**src/rtl/stackcalc_sel_pkg.sv**
```systemverilog
// Shared definitions for the stack operand sequencer.
//   SEL_SINGLE / SEL_UP / SEL_DOWN : req_mode encodings (2'b11 is treated as single)
//   sel_state_e                    : sequencer FSM states
package stackcalc_sel_pkg;

   localparam logic [1:0] SEL_SINGLE = 2'b00;
   localparam logic [1:0] SEL_UP     = 2'b01;
   localparam logic [1:0] SEL_DOWN   = 2'b10;

   typedef enum logic {
      IDLE,
      RUN
   } sel_state_e;

endpackage

```
**src/rtl/sel_mux_core.sv**
```systemverilog
// Combinational word selector: picks channel idx out of a flattened channel bus.
//   in_flat : NUM_CH*WIDTH  channel k = in_flat[k*WIDTH +: WIDTH]
//   idx     : SEL_W         channel index
//   word    : WIDTH         selected word, zero when idx >= NUM_CH
module sel_mux_core #(
   parameter int WIDTH  = 4,
   parameter int NUM_CH = 16,
   localparam int SEL_W = $clog2(NUM_CH)
) (
   input  logic [NUM_CH*WIDTH-1:0] in_flat,
   input  logic [SEL_W-1:0]        idx,
   output logic [WIDTH-1:0]        word
);

   always_comb begin
      word = '0;
      for (int k = 0; k < NUM_CH; k++) begin
         if (idx == SEL_W'(k)) word = in_flat[k*WIDTH +: WIDTH];
      end
   end

endmodule

```
**src/rtl/stack_operand_sequencer.sv**
```systemverilog
// Registered operand sequencer: serves single-word or burst requests over NUM_CH
// flattened channels on a valid/ready output stream.
//   clk, rst_n           : clock, async active-low reset
//   in_flat              : channel words, sampled when each beat loads
//   req_valid/req_ready  : request handshake; req_mode, req_sel, req_len sampled on accept
//   out_valid/out_ready  : beat handshake; out_data, out_idx, out_last
//   busy                 : high from acceptance until the last beat is consumed
module stack_operand_sequencer #(
   parameter int WIDTH  = 4,
   parameter int NUM_CH = 16,
   parameter int SEL_W  = $clog2(NUM_CH)
) (
   input  logic                    clk,
   input  logic                    rst_n,
   input  logic [NUM_CH*WIDTH-1:0] in_flat,
   input  logic                    req_valid,
   output logic                    req_ready,
   input  logic [1:0]              req_mode,
   input  logic [SEL_W-1:0]        req_sel,
   input  logic [SEL_W:0]          req_len,
   output logic                    out_valid,
   input  logic                    out_ready,
   output logic [WIDTH-1:0]        out_data,
   output logic [SEL_W-1:0]        out_idx,
   output logic                    out_last,
   output logic                    busy
);

   import stackcalc_sel_pkg::*;

   localparam int               LEN_W    = SEL_W + 1;
   localparam logic [LEN_W-1:0] NUM_CH_L = LEN_W'(NUM_CH);
   localparam logic [SEL_W-1:0] MAX_IDX  = SEL_W'(NUM_CH - 1);

   // Modulo step; out-of-range indices snap to the wrap target of the direction.
   function automatic logic [SEL_W-1:0] step_idx(input logic [SEL_W-1:0] idx,
                                                 input logic down);
      if (down) begin
         if (idx == '0 || {1'b0, idx} >= NUM_CH_L) return MAX_IDX;
         return idx - 1'b1;
      end
      if (idx >= MAX_IDX) return '0;
      return idx + 1'b1;
   endfunction

   sel_state_e       state_q, state_d;
   logic [SEL_W-1:0] idx_q, idx_d;      // next index to issue while in RUN
   logic [LEN_W-1:0] rem_q, rem_d;      // beats still to load while in RUN
   logic             dir_q, dir_d;      // 1 = descending
   logic             out_valid_q, out_valid_d;
   logic [WIDTH-1:0] out_data_q, out_data_d;
   logic [SEL_W-1:0] out_idx_q, out_idx_d;
   logic             out_last_q, out_last_d;
   logic             busy_q, busy_d;

   logic             load_ok, accept, load, load_last, consume_last;
   logic             req_is_burst, req_down;
   logic [LEN_W-1:0] req_beats;
   logic [SEL_W-1:0] load_idx;
   logic [WIDTH-1:0] load_word;

   sel_mux_core #(
      .WIDTH  (WIDTH),
      .NUM_CH (NUM_CH)
   ) u_mux (
      .in_flat (in_flat),
      .idx     (load_idx),
      .word    (load_word)
   );

   // Request decode and beat-load control.
   always_comb begin
      req_is_burst = (req_mode == SEL_UP) || (req_mode == SEL_DOWN);
      req_down     = (req_mode == SEL_DOWN);
      req_beats    = (req_len == '0 || req_len > NUM_CH_L) ? NUM_CH_L : req_len;
      load_ok      = ~out_valid_q | out_ready;
      accept       = req_valid & req_ready;
      load         = accept | ((state_q == RUN) & load_ok);
      load_idx     = (state_q == RUN) ? idx_q : req_sel;
      load_last    = (state_q == RUN) ? (rem_q == LEN_W'(1))
                                      : (~req_is_burst | (req_beats == LEN_W'(1)));
      consume_last = out_valid_q & out_ready & out_last_q;
   end

   // FSM: state register.
   always_ff @(posedge clk or negedge rst_n) begin
      if (!rst_n) state_q <= IDLE;
      else        state_q <= state_d;
   end

   // FSM: next state. Leave RUN on the edge that loads the final beat.
   always_comb begin
      state_d = state_q;
      unique case (state_q)
         IDLE:    if (accept && req_is_burst && req_beats != LEN_W'(1)) state_d = RUN;
         RUN:     if (load_ok && rem_q == LEN_W'(1)) state_d = IDLE;
         default: state_d = IDLE;
      endcase
   end

   // FSM: outputs.
   always_comb begin
      req_ready = (state_q == IDLE) & load_ok;
      out_valid = out_valid_q;
      out_data  = out_data_q;
      out_idx   = out_idx_q;
      out_last  = out_last_q;
      busy      = busy_q;
   end

   // Datapath next state: burst stepper, beat counter, output stage.
   always_comb begin
      idx_d       = idx_q;
      rem_d       = rem_q;
      dir_d       = dir_q;
      out_valid_d = out_valid_q;
      out_data_d  = out_data_q;
      out_idx_d   = out_idx_q;
      out_last_d  = out_last_q;
      if (load) begin
         out_valid_d = 1'b1;
         out_data_d  = load_word;
         out_idx_d   = load_idx;
         out_last_d  = load_last;
         if (state_q == RUN) begin
            idx_d = step_idx(idx_q, dir_q);
            rem_d = rem_q - 1'b1;
         end else begin
            idx_d = step_idx(req_sel, req_down);
            rem_d = req_beats - 1'b1;
            dir_d = req_down;
         end
      end else if (out_valid_q && out_ready) begin
         out_valid_d = 1'b0;
      end
      // A request accepted on the consuming edge keeps busy high.
      busy_d = accept ? 1'b1 : (consume_last ? 1'b0 : busy_q);
   end

   always_ff @(posedge clk or negedge rst_n) begin
      if (!rst_n) begin
         idx_q       <= '0;
         rem_q       <= '0;
         dir_q       <= 1'b0;
         out_valid_q <= 1'b0;
         out_data_q  <= '0;
         out_idx_q   <= '0;
         out_last_q  <= 1'b0;
         busy_q      <= 1'b0;
      end else begin
         idx_q       <= idx_d;
         rem_q       <= rem_d;
         dir_q       <= dir_d;
         out_valid_q <= out_valid_d;
         out_data_q  <= out_data_d;
         out_idx_q   <= out_idx_d;
         out_last_q  <= out_last_d;
         busy_q      <= busy_d;
      end
   end

endmodule

```
**config.mk**
```make
export PLATFORM = sky130hd
export DESIGN_NAME = stack_operand_sequencer
export DESIGN_NICKNAME = d
export VERILOG_FILES = /design/src/rtl/stackcalc_sel_pkg.sv /design/src/rtl/sel_mux_core.sv /design/src/rtl/stack_operand_sequencer.sv
export SDC_FILE = /design/constraint.sdc
export NUM_CORES = 1
export LEC_CHECK = 0
export CORE_ASPECT_RATIO = 1.4
export CORE_UTILIZATION = 46
export CTS_BUF_LIST = sky130_fd_sc_hd__clkbuf_16
export CTS_CLUSTER_DIAMETER = 30
export DETAILED_ROUTE_END_ITERATION = 10
export PLACE_DENSITY = 0.82
export SLEW_MARGIN = 20
export SYNTH_ARGS = -nofsm -noshare
export SYNTH_HDL_FRONTEND = slang
export SYNTH_SLANG_ARGS = --single-unit
```
**constraint.sdc**
```tcl
create_clock -name clk -period 2.3 [get_ports clk]
set_input_delay 0.46 -clock clk [delete_from_list [all_inputs] [get_ports clk]]
set_output_delay 0.46 -clock clk [all_outputs]
set_load 0.05 [all_outputs]
```
==> out/qor.yml <==
first_pass_iters: 5
min_period_ns: 2.25
drt-vias-per-instance: 6.00
crit_family: "simple AND/OR/NAND/NOR gates"
async_flop_share_pct: 100
synthAdderAreaFrac_pct: 6.00
antenna_found_initial: 0
grtUsageTotal_pct: 29.5
intPower_mw: 2.16
synth_warnings: 0
required_ns: 2.43
synth-xor-area-share_pct: 1.75
leakage_nw: 1.53
crit_end: "out_last"
multi_input_area_um2: 1870
r2r_start: "state_q"
post-route-period-util_pct: 97.9
grt_overflow: 0
worst-path-stages: 9
fill_cells: 417
grt_pass1_wl_mm: 13.1
synth_nets: 424
dieHeight_um: 89.2
yosysSeqAreaShare_pct: 22.0
ys.flop_type: "dfrtp_1"
root_buffer: "clkbuf_16"
synth_cells: 333
critical_path_class: "in -> reg"
synth_edf_count: 0
tightest_slew_ns: 0.563
wl_per_cell_um: 16.7
power.switching_mw: 2.01
synth_top_area_cell: "dfrtp_1"
hold_violations: 0
fmax_mhz: 444
fin_skew_ns: 0.00449
syn_area_per_cell_um2: 7.51
io_pins: 91
area_growth_syn_to_layout_pct: 53.5
diodes: 0
clockBufferDepth: 2
setup_viol: 0
clk_transition_reported_paths_ns: 0.06
place_congestion: 0.876
ir_drop_mv: 0.719
power_density_nw_per_um2: 1090
fin_cells: 505
reg2reg_to: "out_data[0]"
dp_cells: 500
r2r_slack_ns: 0.17
post-route-drc-count: 0
synthMuxAreaShare_pct: 2.15
synth_compound_area_share_pct: 36.4
netlist_area_um2: 2500
ctsHoldBuffers: 0
placed_cell_area_um2: 3630
final-seq-area_um2: 552
arrival_ns: 2.38
drive_above_1_share_pct: 16.4
grt_max_degree: 39
synth.top_cell.area_share_pct: 22.0
fin_area_um2: 3840
maxSlewViolCount: 0
seq_power_share_pct: 20.3
drtIter0Drc: 194
rows: 31
status: "complete, no violations"
maxCapViolCount: 0
ys_types: 53
dieArea_um2: 5740
worstPathMaxFanout: 3
start_util_pct: 48.1
io_buffers: 90
synth_area_leaders: "dfrtp_1 (22%), ha_1 (6.0%), o21ai_0 (5.8%)"
cts.sinks: 22
synthSimpleGateAreaFrac_pct: 23.9
hp-class: "reg -> reg"
dp_hpwl_mm: 6.44
cts_buffers: 3
htree_num_levels: 1
vias: 3032
pwr-share-comb_pct: 67.9
ys_ff_latch: 22
cp-start-kind: "input pin"
coreArea_um2: 5200
nets: 531
ant_nets: 0
cp_cell_sequence: "dlygate4sd2_1, or4_4, ha_4, nand2b_4, inv_1, ha_2, a31o_4, a31oi_4, o221ai_2"
synth_top_family_by_area: "compound AO/OA/AOI/OAI gates"
crit_path_top_delay_cell: "or4_4"
crit_path_max_incr_delay_ns: 0.50
grt_pass1_vias: 2914
crit_path_start: "req_len[2]"
relSlewSlack_pct: 62.5
clock_latency_ns: 0.26
r2r_cells: 7
fp.dieW_um: 64.3
power.share.clock_pct: 11.8
path_buf_inv: 2
cts_tree: "done"
cp-end-kind: "register"
routed_wl_mm: 8.42
switching_share_pct: 48.1
power groups by stage:
stage	combinational, mW	clock, mW	sequential (mW)
2_1_floorplan	1.70	0	0.972
3_3_place_gp	2.64	0	0.829
3_5_place_dp	2.70	0	0.843
4_1_cts	2.75	0.496	0.839
5_1_grt	3.05	0.511	0.878
6_report	2.83	0.492	0.847
synthesized netlist by cell type (5+ instances only):
master / number
nor2b_1: 8
nor2_1: 27
o221ai_1: 5
o22ai_1: 6
nand3_1: 6
a211oi_1: 6
clkbuf_1: 9
o31ai_1: 11
a311o_1: 5
buf_2: 12
ha_1: 12
o21ai_1: 6
o21ai_0: 29
a21oi_1: 25
inv_1: 12
a22oi_1: 14
nand2_1: 34
dfrtp_1: 22
a31oi_1: 6
nand2b_1: 9
o211ai_1: 6
cell type report:
type	instances	area share, %
repair buffers	129	31.0
well taps	66	2.15
multi-input cells	272	48.6
clock buffers	3	1.96
clock inverters	1	0.782
inverters	12	1.17
flip-flops and latches	22	14.4
flip-flops by register name, summed over array words and instances, names as in the netlist:
register and count:
rem_q 5, idx_q 4, out_data 4, out_idx 4, busy 1, dir_q 1, out_last 1, out_valid 1
state_q 1
worst min-delay path, stage by stage, from the launching register on:
cell and delay, ns:
dfrtp_1 0.35, nand2_1 0.05, o21ai_0 0.06
placed cells by master (no fill, tap or decap), types with 7 or more instances in the layout:
| cell type | netlist | final |
|---|---|---|
| nor2b_1 | 8 | 8 |
| a22oi_1 | 14 | 14 |
| ha_1 | 12 | 9 |
| dfrtp_1 | 22 | 21 |
| buf_4 | 1 | 40 |
| nand2_1 | 34 | 34 |
| clkdlybuf4s50_1 | 0 | 85 |
| nor2_1 | 27 | 27 |
| a21oi_1 | 25 | 23 |
| o21ai_0 | 29 | 29 |
| inv_1 | 12 | 12 |
| o31ai_1 | 11 | 10 |
| nand2b_1 | 9 | 7 |
through the flow:
stage	power, mW	hold slack [ns]	util, %	worst slack, ns	TNS (ns)
final	4.17	0.489	73.9	0.0493	0
after global routing	4.44	0.521	73.9	-0.0136	-0.0256
after CTS	4.09	0.494	72.9	0.0195	0
after detailed placement	3.54	0.479	69.9	-0.513	-3.02
after global placement	3.47	0.469	69.9	-0.421	-2.40
after floorplan	2.68	0.164	-	0.0420	0
cell families (layout without fill, tap and decap cells):
kind of cell	Yosys count	in the layout
AOI/OAI and AO/OA	136	136
and+or+nand+nor	114	114
buffers and inverters	39	145
DFF	22	22
adders and majority gates	12	12
xor gates and xnor gates	5	5
muxes	5	5
worst min path at each step:
stage / startpoint / end / cells past startpoint
after floorplan: rst_n / busy / 0
after global placement: out_idx[2] / out_idx[2] / 2
after detailed placement: out_idx[2] / out_idx[2] / 2
after CTS: out_idx[3] / out_idx[3] / 2
after global routing: out_idx[2] / out_idx[2] / 2
final: out_idx[3] / out_idx[3] / 2
per-layer routing:
layer	global-route usage, %	part of all wire [%]
met5	0	0
met1	28.8	36
met2	61.1	54
met4	10.7	2.5
met3	4.59	6.6
repair_timing:
action / in CTS / in global routing
gates resized for setup: 12 / 11
pin swaps: 7 / 9
setup buffers: 1 / 0
endpoints found under the setup margin: 5 / 7
(Power assumes the default switching activity.)
